<file path="src/rtl/result_packetizer.sv">
// Frames one hash result (WORDS_PER_BLOCK FIFO words) as header + payload (+ XOR trailer when
// RESULT_PKT_CHECKSUM_EN is defined) on a valid/ready stream; a 2-entry buffer hides the FIFO read latency.
module result_packetizer #(
  parameter int          WORDS_PER_BLOCK = 96,
  parameter logic [15:0] MAGIC           = 16'hA5C3
) (
  input  logic        clk_in,
  input  logic        rst,
  input  logic        fifo_empty,
  input  logic [31:0] read_data,
  output logic        rd_en,
  output logic [31:0] out_data,
  output logic        out_valid,
  input  logic        out_ready,
  output logic        out_last,
  output logic        busy,
  output logic [15:0] seq_num
);

  localparam int CW = $clog2(WORDS_PER_BLOCK + 1);

`ifdef RESULT_PKT_CHECKSUM_EN
  typedef enum logic [1:0] {IDLE, HEADER, PAYLOAD, TRAILER} state_t;
`else
  typedef enum logic [1:0] {IDLE, HEADER, PAYLOAD} state_t;
`endif

  state_t        r_state;
  state_t        w_state_nxt;
  logic [31:0]   r_buf0;
  logic [31:0]   r_buf1;
  logic [1:0]    r_cnt;
  logic          r_inflight;
  logic [CW-1:0] r_req;
  logic [CW-1:0] r_sent;
  logic [15:0]   r_seq;
`ifdef RESULT_PKT_CHECKSUM_EN
  logic [31:0]   r_csum;
`endif

  logic [31:0]   w_head;
  logic          w_buf_vld;
  logic          w_last_pay;
  logic          w_pop;
  logic          w_pkt_done;
  logic [2:0]    w_occ;

  // The word arriving from the FIFO this cycle is presented directly when the buffer is empty,
  // so the first payload word can follow the header without a bubble.
  assign w_head     = (r_cnt != 2'd0) ? r_buf0 : read_data;
  assign w_buf_vld  = (r_cnt != 2'd0) || r_inflight;
  assign w_last_pay = (r_sent == CW'(WORDS_PER_BLOCK - 1));
  assign w_occ      = {1'b0, r_cnt} + {2'b00, r_inflight};

  always_comb begin
    w_state_nxt = r_state;
    out_valid   = 1'b0;
    out_data    = 32'd0;
    out_last    = 1'b0;
    w_pop       = 1'b0;
    w_pkt_done  = 1'b0;
    case (r_state)
      IDLE: begin
        if (!fifo_empty) w_state_nxt = HEADER;
      end
      HEADER: begin
        out_valid = 1'b1;
        out_data  = {MAGIC, r_seq};
        if (out_ready) w_state_nxt = PAYLOAD;
      end
      PAYLOAD: begin
        out_valid = w_buf_vld;
        out_data  = w_buf_vld ? w_head : 32'd0;
        w_pop     = w_buf_vld && out_ready;
`ifdef RESULT_PKT_CHECKSUM_EN
        if (w_pop && w_last_pay) w_state_nxt = TRAILER;
`else
        out_last   = w_buf_vld && w_last_pay;
        w_pkt_done = w_pop && w_last_pay;
        if (w_pkt_done) w_state_nxt = IDLE;
`endif
      end
`ifdef RESULT_PKT_CHECKSUM_EN
      TRAILER: begin
        out_valid  = 1'b1;
        out_data   = r_csum;
        out_last   = 1'b1;
        w_pkt_done = out_ready;
        if (out_ready) w_state_nxt = IDLE;
      end
`endif
      default: w_state_nxt = IDLE;
    endcase
  end

  // Room is judged after this cycle's pop so a full-rate stream keeps one read in flight.
  assign rd_en = !rst && !fifo_empty
              && ((r_state == HEADER) || (r_state == PAYLOAD))
              && ((w_occ - {2'b00, w_pop}) < 3'd2)
              && (r_req < CW'(WORDS_PER_BLOCK));

  assign busy    = (r_state != IDLE);
  assign seq_num = r_seq;

  always_ff @(posedge clk_in) begin
    if (rst) begin
      r_state    <= IDLE;
      r_buf0     <= 32'd0;
      r_buf1     <= 32'd0;
      r_cnt      <= 2'd0;
      r_inflight <= 1'b0;
      r_req      <= '0;
      r_sent     <= '0;
      r_seq      <= 16'd0;
`ifdef RESULT_PKT_CHECKSUM_EN
      r_csum     <= 32'd0;
`endif
    end else begin
      r_state    <= w_state_nxt;
      r_inflight <= rd_en;
      if (rd_en) r_req <= r_req + CW'(1);
      // Buffer keeps queue order: stored entries first, then the word landing this cycle.
      if (w_pop) begin
        r_buf0 <= (r_cnt == 2'd2) ? r_buf1 : read_data;
      end else begin
        r_buf0 <= w_head;
        r_buf1 <= (r_cnt == 2'd2) ? r_buf1 : read_data;
      end
      r_cnt <= r_cnt + {1'b0, r_inflight} - {1'b0, w_pop};
      if (w_pop) r_sent <= r_sent + CW'(1);
`ifdef RESULT_PKT_CHECKSUM_EN
      if (r_state == HEADER && out_ready) r_csum <= 32'd0;
      else if (w_pop)                     r_csum <= r_csum ^ w_head;
`endif
      if (w_pkt_done) begin
        r_seq  <= r_seq + 16'd1;
        r_req  <= '0;
        r_sent <= '0;
      end
    end
  end

endmodule

</file>
<file path="config.mk">
export PLATFORM = sky130hd
export DESIGN_NAME = result_packetizer
export DESIGN_NICKNAME = d
export VERILOG_FILES = /design/src/rtl/result_packetizer.sv
export SDC_FILE = /design/constraint.sdc
export NUM_CORES = 1
export LEC_CHECK = 0
export ABC_AREA = 1
export CORE_MARGIN = 2
export CORE_UTILIZATION = 55
export DETAILED_ROUTE_END_ITERATION = 7
export PLACE_DENSITY = 0.93
export RECOVER_POWER = 50
export SLEW_MARGIN = 25
export SYNTH_ARGS = -nofsm -noshare
export SYNTH_HDL_FRONTEND = slang
export SYNTH_SLANG_ARGS = --single-unit
</file>
<file path="constraint.sdc">
create_clock -name clk_in -period 4.5 [get_ports clk_in]
set_input_delay 0.45 -clock clk_in [delete_from_list [all_inputs] [get_ports clk_in]]
set_output_delay 0.45 -clock clk_in [all_outputs]
set_load 0.1 [all_outputs]
</file>
# After elaboration in Yosys (flattened, before gate mapping)
# Index checks and enable logic that the tools add are counted.
dict set report word_totals {
  input_bits 36
  reg_bits 99
  out_inout_bits 52
  word_cells 53
}
dict set report classes {
  n_reduce_logical 16
  n_lt_le_gt_ge 2
  eq_ne 7
  mux 13
  addsub 7
}
# cell n
set op_table {}
lappend op_table {{two-way mux 32 bit} 4}
lappend op_table {{one-hot mux 32 bit (2 select lines)} 1}
lappend op_table {{adder 16 x 1 -> 16 bit (second input constant)} 1}
lappend op_table {{adder 7 x 1 -> 7 bit (second input constant)} 2}
lappend op_table {{equality test 7 bit (second input constant)} 1}
lappend op_table {{logical AND 1 bit} 7}
lappend op_table {{less-than comparator 7 bit (second input constant)} 1}
lappend op_table {{two-way mux 2 bit} 3}
lappend op_table {{inequality test 2 bit (second input constant)} 3}
lappend op_table {{one-hot mux 2 bit (3 select lines)} 1}
lappend op_table {{equality test 2 bit (second input constant)} 2}
lappend op_table {{nonzero test 2 bit} 2}
lappend op_table {{adder 2 x 1 -> 3 bit} 1}
lappend op_table {{less-than comparator 3 x 2 -> 1 bit (second input constant)} 1}
lappend op_table {{two-way mux 1 bit} 3}
lappend op_table {{AND reduction 3 bit} 1}
lappend op_table {{subtractor 3 x 1 -> 3 bit} 1}
lappend op_table {{adder 2 x 1 -> 2 bit} 1}
lappend op_table {{equality test 2 x 1 -> 1 bit (second input constant)} 1}
lappend op_table {{zero test 1 bit} 2}
lappend op_table {{zero test 2 bit} 1}
lappend op_table {{logical OR 1 bit} 2}
lappend op_table {{one-hot mux 1 bit (2 select lines)} 1}
lappend op_table {{OR reduction 2 bit} 1}
lappend op_table {{subtractor 2 x 1 -> 2 bit} 1}

# Depth between registers and ports, before layout
dict set report depth {
  depth_word 8
  depth_mapped 17
  depth_no_buf 15
}

# Worst setup path before layout
# Ideal clock, no wire load.
dict set report synth_timing {
  path_kind {register -> output}
  start {reg r_state[0]}
  end {out out_data[10]}
  arrival_ns 3.334
  t_required_ns 4.050
  path_buffers 2
  setup_slack_ns 0.716
  path_stages_with_launch 9
  path_cell_list {dfxtp_1 inv_1 ha_1 clkbuf_1 inv_1 nor2_1 inv_1 buf_2 o21ai_0}
}
dict set report synth_between {
  elab_chain_len 2
  word_cells_on_any_way 3
  classes_between {eq/ne (2); mux (1)}
}
# element line
set synth_lines {}
lappend synth_lines {{start: declaration} 28} ;# state_t r_state;
lappend synth_lines {{start signal: assignment} 119} ;# r_state <= w_state_nxt;
lappend synth_lines {{equality test 2 bit or equality test 2 x 1 -> 1 bit (tied branches)} 62} ;# case (r_state)
lappend synth_lines {{one-hot mux 32 bit (2 select lines) (*)} 62}
lappend synth_lines {{end: declaration} 12} ;# output logic [31:0] out_data,
# Every way passes the cells marked *; elsewhere a longest branch is shown, timed or not.

# Worst setup path after layout
dict set report layout_timing {
  start {reg r_state[0]}
  end {out out_data[6]}
}
# Same word-level chain as after synthesis.

==> summary.txt <==
pre-CTS setup slack: 1150 ps
FF-to-FF Start: r_state[0]
post-DR vias/cell: 5.35
top-count cell post-synth: nand2_1
Synth Instances: 755
Sink Count: 99
violated checks: capacitance limit, slew limit
io pins: 88
nets: 857
R2R cell count: 8
GRT overflow: 0
die width: 101 µm
Placed Cells: 911
Final period util: 83.5%
nature of the critical path startpoint: flip-flop
share of async-settable or async-resettable flops after synthesis: 0%
Final Skew: 10.5 ps
CP endpoint kind: primary output
global-route wire length before repair: 19,800 µm
data required time of the worst path: 4050 ps
GPL Wtd Cong: 0.924
Yosys Warn Count: 0
Core ar.: 9200 µm²
area leader, netlist: dfxtp_1
routed len/inst: 13.1 µm
worst hold path type: flip-flop to flip-flop
EDFF count, synth: 0
Longest Clk Path Bufs: 2
# rows: 35
sequential area share after synthesis: 38.4%
post-route non-filler standard cell count: 927
syn_nets: 801
CTS tree: built
CTS root buf: clkbuf_8
via count: 4,960
layout cells sized above 1: 7.72%
Setup CP Type: flip-flop to primary output
H-tree levels: 3
GR Util All Layers: 23.9%
Lkg Pwr: 2.70 nW
net switching power: 0.953 mW
Finished Core Util: 66.4%
outcome: finished with violations
routed wire length: 12,200 µm
initial core utilization: 56.2%
Resize count post-CTS: 0
fin. max-slew vios: 103
placed wire-length estimate: 8130 µm
Synth area leaders: dfxtp_1 (38%), nand2_1 (16%), a21oi_1 (9.1%)
switching share of power: 39.4%
Setup Buffers After CTS: 0
Iteration-0 DRC Markers: 224
sink of the worst hold path: r_req[1]
Hold Startpoint: r_req[1]
Clk pwr share: 24.7%
max-cap viol count: 1
die footprint: 10,200 µm²
hold_buf cts: 0
endpoints failing setup: 0
Yosys cell types: 30
Post-Place Cell Area: 5920 µm²
worst IR drop on VDD: 250 µV
Area Growth Syn to Fin: 18.1%
Fin. Hold Viols: 0
FF-to-FF setup slack: 1560 ps
Buffers on Ports: 87
Commonest cells post-synth: nand2_1 (215), dfxtp_1 (99), a21oi_1 (94), o21ai_0 (74), inv_1 (68)
FMAX: 266 MHz
top cell type's share of synthesized area: 38.4%
overall power: 2.42 mW
Seq pwr share: 41.7%
DRT Pass-1 Iters: 5
hold_ws: 497 ps
P_int: 1.47 mW
clk_lat worst skew: 360 ps
FF-to-FF End: r_buf1[11]
min cycle time layout: 3760 ps
Fin Setup TNS: 0 ps
Hold Path Stages: 2
Rel. slew slack: -19.7%
drc violations: 0
Worst-path clk slew: 90 ps
initial antenna violation count: 0
Cell Area, Synth: 5170 µm²
largest net degree at the start of global routing: 103
Main synth FF type: dfxtp_1
TritonCTS buffer count: 9
number of global-route vias before repair: 4,411
Avg Cell Area, Syn: 6.84 µm²
Die H: 101 µm
post-route setup slack: 743 ps
Yosys reg bits: 99
actual slew at the worst max-slew pin: 1800 ps
n_diodes: 0
RSZ-0062 raised after global routing: false
design area: 6100 µm²
DRT antenna net count: 0
Arr. time, crit path: 3310 ps
PD cells: 397 nW/µm²
Logic pwr share: 33.5%
CP max FO: 29
==> logic make-up after synthesis <==
logic type	Yosys count	synth area share, %
AO/OA/AOI/OAI	222	23.4
XOR/XNOR	11	1.86
adder cells (fa/ha/maj)	10	2.57
buffers and inverters	118	10.8
flip-flops	99	38.4
AND/OR/NAND/NOR	295	23.1
==> power by group through the flow <==
stage	logic [mW]	clock network [mW]	registers, mW
after floorplan	0.636	0	1.02
after global placement	0.799	0	1.02
after detailed placement	0.811	0	1.03
after CTS	0.815	0.611	1.01
after global routing	0.889	0.645	1.02
final	0.812	0.598	1.01
==> metal layers <==
layer | GRT usage (%) | routed length [µm] | vias up
met3 | 4.37 | 627 | 15
met4 | 7.38 | 163 | 0
met2 | 41.0 | 5850 | 144
met1 | 30.7 | 5540 | 2234
met5 | 0 | 0 | -
li1 | - | - | 2567
==> cells in the final DEF (no fill, tap or decap) <==
cell type	count
o22ai_1	13
clkdlybuf4s50_1	75
nand2_2	3
fa_1	1
ha_1	9
bufinv_16	1
xor2_1	7
dfxtp_1	99
inv_6	2
buf_12	1
nor2_2	1
clkinvlp_4	1
or2_0	1
inv_2	2
nand4_1	7
nand2_1	216
buf_4	15
nor2_4	1
inv_8	2
a21oi_1	94
or2_2	2
o21ai_1	19
clkbuf_8	9
nand3_1	18
xnor2_1	4
inv_1	69
clkbuf_2	1
o21ai_0	74
nor2_1	41
nor3_2	1
a22oi_1	1
nor3_1	4
o21ai_2	20
o21bai_1	1
clkinv_2	1
==> worst max path at each step <==
stage | from | endpoint | slack [ps]
finish | r_state[0] | out_data[6] | 740
global route | r_state[0] | out_data[9] | 530
CTS | r_state[0] | out_data[6] | 740
detailed placement | r_state[0] | out_data[6] | 1150
global placement | r_state[0] | out_data[3] | 1260
floorplan | r_state[0] | out_data[10] | 720
==> flip-flops by register name, summed over array words and instances, names as in the netlist <==
name and count:
r_inflight 1, r_req 7, seq_num 16, r_cnt 2, r_buf1 32, r_state 2, r_buf0 32, r_sent 7
==> critical path, cell delays in order (launching register included) <==
cell and delay [ps]:
dfxtp_1 390, inv_1 110, ha_1 400, inv_1 60
nor2_1 100, inv_1 420, o22ai_1 290, clkdlybuf4s50_1 1170
==> cell type report <==
class | instances | area, µm²
fill | 809 | 3090
multi-input combinational | 538 | 2620
sequential | 99 | 1980
timing repair buffer | 92 | 888
inverter | 71 | 267
tap | 111 | 139
clock buffer | 9 | 124
clock inverter | 7 | 82.6
No activity file was read; power rests on OpenSTA's default activity.
